[config.mk]
export PLATFORM = sky130hd
export DESIGN_NAME = m_fun_flat
export DESIGN_NICKNAME = d
export VERILOG_FILES = /design/src/rtl/m_fun_if.sv /design/src/rtl/m_fun.sv /design/src/flat_wrapper.sv
export SDC_FILE = /design/constraint.sdc
export NUM_CORES = 1
export LEC_CHECK = 0
export ABC_AREA = 1
export CAP_MARGIN = 5
export CORE_ASPECT_RATIO = 0.75
export CORE_MARGIN = 8
export CORE_UTILIZATION = 49
export CTS_CLUSTER_SIZE = 28
export DETAILED_ROUTE_END_ITERATION = 8
export GPL_ROUTABILITY_DRIVEN = 0
export HOLD_SLACK_MARGIN = 0.03
export PLACE_DENSITY = 0.84
export SLEW_MARGIN = 40
export SYNTH_ARGS = -nofsm -noshare
export SYNTH_HDL_FRONTEND = slang
export SYNTH_SLANG_ARGS = --single-unit
[constraint.sdc]
create_clock -name clk -period 4.9 [get_ports clk]
set_clock_uncertainty 0.1 [all_clocks]
set_input_delay 0.98 -clock clk [delete_from_list [all_inputs] [get_ports clk]]
set_output_delay 0.98 -clock clk [all_outputs]
set_load 0.02 [all_outputs]
[src/rtl/m_fun_if.sv]
// Handshake-free control/observation bundle for the m-sequence generator.
// The master drives step/load controls and the tap mask; the slave (the LFSR) drives phase and status.
interface m_fun_if #(
    parameter int W    = 5,
    parameter int HIST = 31
);
    logic            en;
    logic            load;
    logic [W-1:0]    seed;
    logic [W-1:0]    type_f;
    logic [W-1:0]    fase;
    logic [W-1:0]    fase_new;
    logic            sum;
    logic [HIST-1:0] hist;
    logic            period_pulse;
    logic            zero_flag;

    modport master (
        output en, load, seed, type_f,
        input  fase, fase_new, sum, hist, period_pulse, zero_flag
    );

    modport slave (
        input  en, load, seed, type_f,
        output fase, fase_new, sum, hist, period_pulse, zero_flag
    );
endinterface

[src/rtl/m_fun.sv]
// Configurable-tap Fibonacci LFSR producing an m-sequence, with an emitted-bit
// history and a pulse marking every 2^W-1 enabled steps.
module m_fun #(
    parameter int             W    = 5,
    parameter logic [W-1:0]   INIT = 5'b10101,
    parameter int             HIST = 31
) (
    input  logic   clk,
    input  logic   rst_n,
    m_fun_if.slave bus
);
    localparam logic [W-1:0] CNT_LAST = W'((1 << W) - 2);

    logic [W-1:0]    fase_q, fase_d;
    logic [W-1:0]    cnt_q, cnt_d;
    logic [HIST-1:0] hist_q, hist_d;
    logic            pulse_q, pulse_d;
    logic            fb;
    logic [W-1:0]    fase_new;

    // Feedback enters at the LSB; the MSB is the bit leaving on this step.
    assign fb       = ^(fase_q & bus.type_f);
    assign fase_new = {fase_q[W-2:0], fb};

    always_comb begin
        fase_d  = fase_q;
        cnt_d   = cnt_q;
        hist_d  = hist_q;
        pulse_d = 1'b0;
        if (bus.load) begin
            fase_d = bus.seed;
            cnt_d  = '0;
        end else if (bus.en) begin
            fase_d = fase_new;
            hist_d = {hist_q[HIST-2:0], fase_q[W-1]};
            if (cnt_q == CNT_LAST) begin
                cnt_d   = '0;
                pulse_d = 1'b1;
            end else begin
                cnt_d = cnt_q + W'(1);
            end
        end
    end

    always_ff @(posedge clk or negedge rst_n) begin
        if (!rst_n) begin
            fase_q  <= INIT;
            cnt_q   <= '0;
            hist_q  <= '0;
            pulse_q <= 1'b0;
        end else begin
            fase_q  <= fase_d;
            cnt_q   <= cnt_d;
            hist_q  <= hist_d;
            pulse_q <= pulse_d;
        end
    end

    assign bus.fase         = fase_q;
    assign bus.fase_new     = fase_new;
    assign bus.sum          = fase_q[W-1];
    assign bus.hist         = hist_q;
    assign bus.period_pulse = pulse_q;
    assign bus.zero_flag    = (fase_q == '0);
endmodule

[src/flat_wrapper.sv]
// flat-port wrapper written by rule: the top's interface ports become plain ports
module m_fun_flat 
#(
    parameter int             W    = 5,
    parameter logic [W-1:0]   INIT = 5'b10101,
    parameter int             HIST = 31
)
  (clk, rst_n, bus_en, bus_load, bus_seed, bus_type_f, bus_fase, bus_fase_new, bus_sum, bus_hist, bus_period_pulse, bus_zero_flag);
  m_fun_if #(.W(W), .HIST(HIST)) bus_i ();
  input  logic clk;
  input  logic rst_n;
  input wire logic [$bits(bus_i.en)-1:0] bus_en;
  input wire logic [$bits(bus_i.load)-1:0] bus_load;
  input wire logic [$bits(bus_i.seed)-1:0] bus_seed;
  input wire logic [$bits(bus_i.type_f)-1:0] bus_type_f;
  output wire logic [$bits(bus_i.fase)-1:0] bus_fase;
  output wire logic [$bits(bus_i.fase_new)-1:0] bus_fase_new;
  output wire logic [$bits(bus_i.sum)-1:0] bus_sum;
  output wire logic [$bits(bus_i.hist)-1:0] bus_hist;
  output wire logic [$bits(bus_i.period_pulse)-1:0] bus_period_pulse;
  output wire logic [$bits(bus_i.zero_flag)-1:0] bus_zero_flag;
  assign bus_i.en = bus_en;
  assign bus_i.load = bus_load;
  assign bus_i.seed = bus_seed;
  assign bus_i.type_f = bus_type_f;
  assign bus_fase = bus_i.fase;
  assign bus_fase_new = bus_i.fase_new;
  assign bus_sum = bus_i.sum;
  assign bus_hist = bus_i.hist;
  assign bus_period_pulse = bus_i.period_pulse;
  assign bus_zero_flag = bus_i.zero_flag;
  m_fun #(.W(W), .INIT(INIT), .HIST(HIST)) u_core (.clk(clk), .rst_n(rst_n), .bus(bus_i));
endmodule
==> out/results.txt, run 1 <==
worst slew pin tran = 513 ps
Pwr Density = 360 nW/um2
largest net degree at the start of global routing = 43
CTS Buf Count = 5
critical path's slowest cell = clkdlybuf4s50_1
Reg clk slew, reported paths = 80 ps
Post-Syn Instances = 218
final-stage net count = 286
Non-Filler Instances = 323
Hold Buf Count CTS = 0
multi-input logic area = 634 um2
drt via density = 4.66
DRT iter0 DRCs = 62
commonest non-fill, non-tap cell in the layout = nand2_1
routing usage on met2 = 0.214
clk_lat worst skew = 300 ps
initial antenna violation count = 0
number of global-route vias before repair = 1406
largest family of logic cells by synthesized area = simple AND/OR/NAND/NOR gates
setup TNS = 0 ps
fin worst setup slack = 1220 ps
Yosys reg bits = 42
Peak Freq = 272 MHz
Static Leak = 1.27 nW
DRC errors left = 0
Avg Inst Size Synth = 8.49 um2
DIE HEIGHT = 69.2 um
register area = 1050 um2
clock sink total = 42
Slew headroom = 0.658
critical path endpoint category = output pin
worst-path cell chain = clkdlybuf4s50_1 -> nand2_1 -> inv_1 -> nand2_1 -> nand2_1 -> nand2_1 -> nand3_1 -> and2_1 -> clkdlybuf4s50_1
I/O pins = 58
starting density of the core = 0.509
worst-case vdd ir drop = 0.259 mV
crit share post-route = 0.750
Worst EP required = 3820 ps
max cap viols = 0
synthesis warning total = 0
port bufs = 57
Worst Hold Class = flop to flop
most used routing layer in global routing = met2
first-pass iteration count of the detailed router = 4
die width = 87.0 um
first-pass GRT wire length = 6740 um
setup bufs post-CTS = 0
std cell rows = 19
DP Wirelength = 2870 um
Most common cell on crit path = nand2_1
Design Area, Final = 2480 um2
XOR/XNOR Fraction of Synth Area = 0.0142
mux cell area share after synthesis = 0
post-synth net total = 234
pre-CTS setup slack = 1230 ps
Total GRT Usage = 0.139
status = completed
H-tree depth = 2
layout cells sized above 1 = 0.0517
final hold vios = 0
Crit path largest cell delay = 590 ps
Worst EP arrival = 2600 ps
post-synthesis sequential area ratio = 0.570
worst path bufs/invs = 3
routed len/inst = 12.5 um
placed cell count = 315
via count = 1504
largest cells by area after synthesis = dfrtp_1, nand2_1, dfstp_2, inv_1, buf_4
Setup crit start kind = input port
area of the core = 3640 um2
# resized after CTS = 0
CP top delay family = buffers and inverters
Max Root-Sink Buffers = 2
total die area = 6020 um2
CTS tree = built
Routed Antenna Nets = 0
critical path class = input port to output pin
top cell type's share of synthesized area = 0.527
DRT Wirelength = 4040 um
Final Max Tran Viols = 0
FILL cells = 299
# diodes = 0
post-synth top area cell = dfrtp_1
Synth Cell Area = 1850 um2
Synth Area in Adders = 0.0135
dpl cell area = 2390 um2
unrepaired setup endpoints after global routing = no
GRT Residual Overflow = 0
most frequent cells in the layout = nand2_1, clkdlybuf4s50_1, dfrtp_1
met1 Use GR = 0.173
met3 usage = 0.0592
area delta synth->final = 34.0%
Tmin final = 3680 ps
clock root cell = clkbuf_8
post-synthesis compound-gate area fraction = 0.0446
Netlist cell types = 20
final setup fails = 0
simple-gate portion of the synthesized area = 0.270
Critical Path Fanout Max = 3
==> kinds of logic (layout without fill, tap and decap cells) <==
| logic type | count (synthesis) | in the layout |
|---|---|---|
| buffers and inverters | 28 | 81 |
| XOR/XNOR | 3 | 3 |
| flip-flops | 42 | 42 |
| AO/OA/AOI/OAI | 13 | 13 |
| AND/OR/NAND/NOR | 130 | 130 |
| adder cells (fa/ha/maj) | 2 | 2 |
==> sequential cells by signal, summed over array words and instances, names as in the netlist <==
name                     cells
u_core.bus.fase              5
u_core.bus.hist             31
u_core.bus.period_pulse      1
u_core.cnt_q                 5
==> worst paths after layout <==
path                                                 start  depth (start not counted)  slack, ps                               to
setup / recovery                             bus_type_f[3]                          9       1220                  bus_fase_new[0]
setup reg to reg            u_core.bus.fase[2]$_DFFE_PN1P_                          8       3510   u_core.bus.fase[0]$_DFFE_PN1P_
hold / removal             u_core.bus.hist[30]$_DFFE_PN0P_                          2        390  u_core.bus.hist[30]$_DFFE_PN0P_
hold reg to reg            u_core.bus.hist[30]$_DFFE_PN0P_                          2        390  u_core.bus.hist[30]$_DFFE_PN0P_
min in group asynchronous                            rst_n                          1        550  u_core.bus.hist[25]$_DFFE_PN0P_
max in group asynchronous                            rst_n                          1       3770   u_core.bus.fase[0]$_DFFE_PN1P_
==> Yosys cell counts <==
library cell,n
ha_1,2
and2_1,1
buf_4,7
xor2_1,2
nand3_1,5
clkbuf_8,2
o21ai_0,7
inv_1,15
o221ai_1,4
nand2_1,120
xnor2_1,1
a22oi_1,1
buf_6,1
buf_2,3
nor2_1,2
nand4_1,1
nor3_1,1
o21ai_1,1
dfstp_2,3
dfrtp_1,39
==> final cells by class <==
| type | count | share of cell area |
|---|---|---|
| clock buffer | 6 | 0.0333 |
| clock inverter | 2 | 0.00504 |
| inverter | 15 | 0.0227 |
| multi-input combinational | 148 | 0.256 |
| sequential | 42 | 0.425 |
| tap | 52 | 0.0262 |
| timing repair buffer | 58 | 0.232 |
==> per-layer routing <==
metal / wire length (um) / part of all wire
met5: 0 / 0
met4: 40 / 0.0099
met3: 287 / 0.071
met2: 1790 / 0.44
met1: 1920 / 0.48
==> report_power, final <==
part	switching (mW)	internal [mW]	leakage, nW
logic	0.128	0.111	0.659
registers	0.0351	0.389	0.562
clock network	0.117	0.113	0.0472
total	0.280	0.613	1.27
==> worst reg2reg max path, delay by kind of cell, from the launching register on <==
family	cells	cell delay [ps]
buffers and inverters	1	80
flip-flops	1	580
AND/OR/NAND/NOR	7	590
==> metrics by stage <==
step                utilization  power [mW]  hold WS, ps
global placement          0.655       0.668          363
floorplan                     -       0.554          394
CTS                       0.682       0.907          391
global route              0.682       0.941          423
detailed placement        0.656       0.673          370
finish                    0.682       0.893          388
Note: power is estimated with default switching activity, not from simulation.
==> inputs of run 2 (changes only) <==
--- a/config.mk
+++ b/config.mk
@@ -9,12 +9,12 @@
 export CAP_MARGIN = 5
 export CORE_ASPECT_RATIO = 0.75
 export CORE_MARGIN = 8
-export CORE_UTILIZATION = 49
+export CORE_UTILIZATION = 41
 export CTS_CLUSTER_SIZE = 28
 export DETAILED_ROUTE_END_ITERATION = 8
 export GPL_ROUTABILITY_DRIVEN = 0
 export HOLD_SLACK_MARGIN = 0.03
-export PLACE_DENSITY = 0.84
+export PLACE_DENSITY = 0.75
 export SLEW_MARGIN = 40
 export SYNTH_ARGS = -nofsm -noshare
 export SYNTH_HDL_FRONTEND = slang
==> constraint.sdc (replaced) <==
create_clock -name clk -period 3 [get_ports clk]
set_clock_uncertainty 0.1 [all_clocks]
set_input_delay 0.6 -clock clk [delete_from_list [all_inputs] [get_ports clk]]
set_output_delay 0.6 -clock clk [all_outputs]
set_load 0.02 [all_outputs]
==> out/results.txt, run 2 (synthesis results as in run 1) <==
status = completed (unchanged)
largest net degree at the start of global routing = 43 (unchanged)
power share of the combinational group = 0.267 (about the same)
switch share = 0.317 (was 0.313)
CTS tree = built (unchanged)
worst-case vdd ir drop = 0.319 mV (was 0.259 mV)
Reg-to-Reg End = u_core.bus.fase[0]$_DFFE_PN1P_ (unchanged)
Crit Reg-Reg Startpoint = u_core.bus.fase[0]$_DFFE_PN1P_ (was u_core.bus.fase[2]$_DFFE_PN1P_)
number of global-route vias before repair = 1447 (was 1406)
via count = 1543 (was 1504)
met3 usage = 0.0393 (was 0.0592)
initial antenna violation count = 0 (unchanged)
DRT Wirelength = 4290 um (was 4040 um)
most frequent cells in the layout = nand2_1, clkdlybuf4s50_1, dfrtp_1 (unchanged)
setup TNS = 0 ps (unchanged)
Pwr Density = 586 nW/um2 (was 360 nW/um2)
DIE HEIGHT = 74.2 um (was 69.2 um)
area of the core = 4410 um2 (was 3640 um2)
most used routing layer in global routing = met2 (unchanged)
clock root cell = clkbuf_8 (unchanged)
max reg flops = 31 (unchanged)
Reg clk slew, reported paths = 80 ps (about the same)
die width = 93.6 um (was 87.0 um)
# diodes = 0 (unchanged)
met1 Use GR = 0.179 (was 0.173)
Tmin final = 2540 ps
max cap viols = 0 (unchanged)
commonest non-fill, non-tap cell in the layout = nand2_1 (unchanged)
Power Total = 1.47 mW (was 893 uW)
Worst EP arrival = 1840 ps (was 2600 ps)
Static Leak = 1.29 nW (was 1.27 nW)
Total GRT Usage = 0.132 (was 0.139)
routed len/inst = 13.0 um (was 12.5 um)
part of the power in registers = 0.474 (was 0.475)
final-stage net count = 288 (was 286)
total die area = 6950 um2 (was 6020 um2)
final setup fails = 0 (unchanged)
cell-internal power = 1.00 mW (was 613 uW)
drt via density = 4.68 (was 4.66)
P_sw = 465 uW (was 280 uW)
Peak Freq = 394 MHz
worst slew pin tran = 527 ps (was 513 ps)
CTS Buf Count = 5 (unchanged)
worst reg2reg setup slack = 1600 ps (was 3510 ps)
layout cells sized above 1 = 0.0549 (was 0.0517)
critical path endpoint category = output pin (unchanged)
crit share post-route = 0.846
Worst Hold Class = input port to asynchronous set/reset pin (was flop to flop)
std cell rows = 21 (was 19)
first-pass iteration count of the detailed router = 4 (unchanged)
Final Max Tran Viols = 0 (unchanged)
Setup crit start kind = input port (unchanged)
critical path class = input port to output pin (unchanged)
Worst EP required = 2300 ps (was 3820 ps)
worst hold slack = 171 ps (was 388 ps)
DP Wirelength = 3140 um (was 2870 um)
DRT iter0 DRCs = 66 (was 62)
Critical Path Fanout Max = 3 (unchanged)
I/O pins = 58 (unchanged)
unrepaired setup endpoints after global routing = no (unchanged)
GRT Residual Overflow = 0 (unchanged)
routing usage on met2 = 0.186 (was 0.214)
Routed Antenna Nets = 0 (unchanged)
power share of the clock group = 0.259 (was 0.257)
port bufs = 57 (unchanged)
DRC errors left = 0 (unchanged)
starting density of the core = 0.420 (was 0.509)
clock sink total = 42 (unchanged)
final hold vios = 0 (unchanged)
clk_lat worst skew = 300 ps (about the same)
Slew headroom = 0.649 (was 0.658)
R2R depth = 8 (unchanged)
launch point of the critical path = bus_type_f[3] (unchanged)
H-tree depth = 2 (unchanged)
area delta synth->final = 35.3% (was 34.0%)
first-pass GRT wire length = 7180 um (was 6740 um)
Max Root-Sink Buffers = 2 (unchanged)
## run 2: cell types whose count changed in the layout (fill, tap and decap cells not counted), sizes merged
| cell | change |
|---|---|
| clkdlybuf4s50 | -1 |
| buf | +2 |
| dlymetal6s2s | +1 |
## run 2: critical path, stage by stage
cell	delay, ps
clkdlybuf4s50_1	450
nand2_1	80
inv_1	90
nand2_1	50
nand2_1	50
nand2_1	60
nand2_1	70
nand2_1	50
and2_1	130
dlymetal6s2s_1	200
## run 2: final cells by class
cell class | instances | area [um2]
multi-input cells | 148 | 634
clock inverters | 2 | 12.5
well taps | 57 | 71.3
inverters | 15 | 56.3
fillers | 407 | 1910
repair buffers | 60 | 593
clock buffers | 6 | 82.6
flip-flops and latches | 42 | 1050
## run 2: through the flow
step | instances | area (um2) | utilization | setup WS [ps]
detailed placement | 322 | 2410 | 0.545 | 79.0
finish | 330 | 2500 | 0.567 | 461
floorplan | 218 | 1850 | - | 1020
global route | 330 | 2500 | 0.567 | 335
global placement | 322 | 2400 | 0.545 | 129
CTS | 330 | 2500 | 0.567 | 80.1
## run 2: power by group through the flow
stage                     sequential (mW)  combinational [mW]  clock, mW
after detailed placement            0.705               0.399          0
after floorplan                     0.776               0.128          0
final                               0.695               0.392      0.381
after global routing                0.707               0.424      0.424
after global placement              0.704               0.391          0
after CTS                           0.696               0.400      0.394
## run 2: worst max path at each step
stage                      endpoint  slack [ps]  cells past startpoint
floorplan           bus_fase_new[0]        1020                      9
global placement    bus_fase_new[0]         130                      9
detailed placement  bus_fase_new[0]          80                      9
CTS                 bus_fase_new[0]          80                      9
global route        bus_fase_new[0]         340                     10
finish              bus_fase_new[0]         460                     10
## run 2: layer usage
layer  part of all wire  up-vias
met5                  0        -
met4              0.016        0
met3              0.075        8
met2               0.42       55
met1               0.49      708
li1                   -      772
## run 2: what timing repair did
| item | 4_1_cts | 5_1_grt |
|---|---|---|
| buffers inserted | 0 | 0 |
| hold buffers | 0 | 0 |
| gates resized for setup | 0 | 1 |
| endpoints found under the setup margin | 0 | 1 |
==> inputs of run 3 (changes only) <==
--- a/config.mk
+++ b/config.mk
@@ -9,12 +9,12 @@
 export CAP_MARGIN = 5
 export CORE_ASPECT_RATIO = 0.75
 export CORE_MARGIN = 8
-export CORE_UTILIZATION = 41
+export CORE_UTILIZATION = 46
 export CTS_CLUSTER_SIZE = 28
 export DETAILED_ROUTE_END_ITERATION = 8
 export GPL_ROUTABILITY_DRIVEN = 0
 export HOLD_SLACK_MARGIN = 0.03
-export PLACE_DENSITY = 0.75
+export PLACE_DENSITY = 0.79
 export SLEW_MARGIN = 40
 export SYNTH_ARGS = -nofsm -noshare
 export SYNTH_HDL_FRONTEND = slang
==> constraint.sdc (replaced) <==
create_clock -name clk -period 2.62 [get_ports clk]
set_clock_uncertainty 0.1 [all_clocks]
set_input_delay 0.524 -clock clk [delete_from_list [all_inputs] [get_ports clk]]
set_output_delay 0.524 -clock clk [all_outputs]
set_load 0.02 [all_outputs]
==> out/results.txt, run 3 (synthesis results as in run 1) <==
# diodes = 0 (unchanged)
Non-Filler Instances = 329 (was 330)
worst-case vdd ir drop = 0.359 mV (was 0.319 mV)
Routed Antenna Nets = 0 (unchanged)
final setup fails = 0 (unchanged)
total die area = 6330 um2 (was 6950 um2)
largest net degree at the start of global routing = 43 (unchanged)
DRT iter0 DRCs = 77 (was 66)
final hold vios = 0 (unchanged)
Pwr Density = 689 nW/um2 (was 586 nW/um2)
Worst EP arrival = 1870 ps (was 1840 ps)
fin worst setup slack = 126 ps (was 461 ps)
die width = 89.3 um (was 93.6 um)
Worst EP required = 2000 ps (was 2300 ps)
Max Root-Sink Buffers = 2 (unchanged)
DIE HEIGHT = 70.9 um (was 74.2 um)
commonest non-fill, non-tap cell in the layout = nand2_1 (unchanged)
CP top delay family = buffers and inverters (unchanged)
final-stage net count = 289 (was 288)
Reg clk slew, reported paths = 70 ps (was 80 ps)
clock sink total = 42 (unchanged)
first-pass GRT wire length = 7160 um (was 7180 um)
initial antenna violation count = 0 (unchanged)
worst reg2reg setup slack = 1120 ps (was 1600 ps)
number of global-route vias before repair = 1527 (was 1447)
Static Leak = 1.29 nW (about the same)
via count = 1531 (was 1543)
clk_lat worst skew = 290 ps (was 300 ps)
# resized after CTS = 1 (was 0)
GRT Residual Overflow = 0 (unchanged)
status = completed (unchanged)
Tmin final = 2490 ps
Critical Path Fanout Max = 3 (unchanged)
worst slew pin tran = 527 ps (about the same)
Slew headroom = 0.648 (was 0.649)
DRT Wirelength = 4200 um (was 4290 um)
Design Area, Final = 2520 um2 (was 2500 um2)
drt via density = 4.65 (was 4.68)
placed cell count = 321 (was 322)
Worst Hold Class = input port to asynchronous set/reset pin (unchanged)
max reg flops = 31 (unchanged)
unrepaired setup endpoints after global routing = no (unchanged)
port bufs = 57 (unchanged)
critical path endpoint category = output pin (unchanged)
most frequent cells in the layout = nand2_1, clkdlybuf4s50_1, dfrtp_1 (unchanged)
area of the core = 3950 um2 (was 4410 um2)
clock root cell = clkbuf_8 (unchanged)
crit share post-route = 0.952
Final Max Tran Viols = 0 (unchanged)
worst-path cell chain = clkdlybuf4s50_1 -> nand2_1 -> inv_1 -> nand2_1 -> nand2_1 -> nand2_1 -> nand2_1 -> nand2_1 -> and2_1 -> dlygate4sd2_1 (was clkdlybuf4s50_1 -> nand2_1 -> inv_1 -> nand2_1 -> nand2_1 -> nand2_1 -> nand2_1 -> nand2_1 -> and2_1 -> dlymetal6s2s_1)
CTS Buf Count = 5 (unchanged)
R2R depth = 10 (was 8)
Crit path largest cell delay = 450 ps (about the same)
dpl cell area = 2410 um2 (about the same)
I/O pins = 58 (unchanged)
Peak Freq = 401 MHz
std cell rows = 20 (was 21)
Reg-to-Reg End = u_core.bus.fase[0]$_DFFE_PN1P_ (unchanged)
worst path bufs/invs = 3 (unchanged)
DRC errors left = 0 (unchanged)
setup bufs post-CTS = 0 (unchanged)
starting density of the core = 0.468 (was 0.420)
Crit Reg-Reg Startpoint = u_core.bus.fase[0]$_DFFE_PN1P_ (unchanged)
Most common cell on crit path = nand2_1 (unchanged)
layout cells sized above 1 = 0.0511 (was 0.0549)
critical path's slowest cell = clkdlybuf4s50_1 (unchanged)
routed len/inst = 12.8 um (was 13.0 um)
DP Wirelength = 3090 um (was 3140 um)
Hold Buf Count CTS = 0 (unchanged)
H-tree depth = 2 (unchanged)
max cap viols = 0 (unchanged)
Total GRT Usage = 0.143 (was 0.132)
Setup crit start kind = input port (unchanged)
pre-CTS setup slack = -140 ps (was 79.0 ps)
CTS tree = built (unchanged)
critical path class = input port to output pin (unchanged)
area delta synth->final = 35.9% (was 35.3%)
first-pass iteration count of the detailed router = 4 (unchanged)
-- run 3: changes by cell type in the layout (fill, tap and decap cells not counted) --
cell,before,now
clkbuf_1,0,2
buf_4,4,5
bufinv_16,0,1
clkbuf_8,6,5
clkinv_2,1,0
clkinvlp_4,1,0
dlygate4sd2_1,0,1
dlymetal6s2s_1,1,0
-- run 3: worst max-delay path by stage --
stage	start	to	slack (ps)	cells after the start
finish	bus_type_f[1]	bus_fase_new[0]	130	10
global route	bus_type_f[1]	bus_fase_new[0]	3	10
CTS	bus_type_f[1]	bus_fase_new[0]	120	10
detailed placement	bus_type_f[1]	bus_fase_new[0]	-140	9
global placement	bus_type_f[1]	bus_fase_new[0]	-100	9
floorplan	u_core.bus.fase[2]$_DFFE_PN1P_	bus_fase_new[0]	710	9
-- run 3: power by group --
group          total [mW]  leakage (nW)  internal (mW)  switching, mW
logic               0.451         0.675          0.210          0.241
clock network       0.489        0.0524          0.285          0.204
registers           0.794         0.562          0.729         0.0658
total                1.73          1.29           1.22          0.510
-- run 3: cell type report --
cell class	instances	area, um2
Fill cell	366	1440
Timing Repair Buffer	61	597
Sequential cell	42	1050
Clock inverter	1	30.0
Inverter	15	56.3
Tap cell	55	68.8
Clock buffer	7	76.3
Multi-Input combinational cell	148	634
-- run 3: routing by layer --
layer / vias up / global-route usage / share of wire / routed length, um
li1: 773 / - / - / -
met1: 711 / 0.184 / 0.47 / 1970
met2: 43 / 0.224 / 0.45 / 1910
met3: 4 / 0.0405 / 0.068 / 287
met4: 0 / 0.0460 / 0.0086 / 36
met5: - / 0 / 0 / 0
-- run 3: per-stage QoR --
| step | utilization | TNS [ps] | power, mW | hold WS (ps) |
|---|---|---|---|---|
| after CTS | 0.637 | 0 | 1.76 | 122 |
| after detailed placement | 0.610 | -140 | 1.27 | 379 |
| final | 0.637 | 0 | 1.73 | 107 |
| after global routing | 0.637 | 0 | 1.82 | 152 |
| after global placement | 0.609 | -105 | 1.26 | 364 |
| after floorplan | - | 0 | 1.04 | 128 |
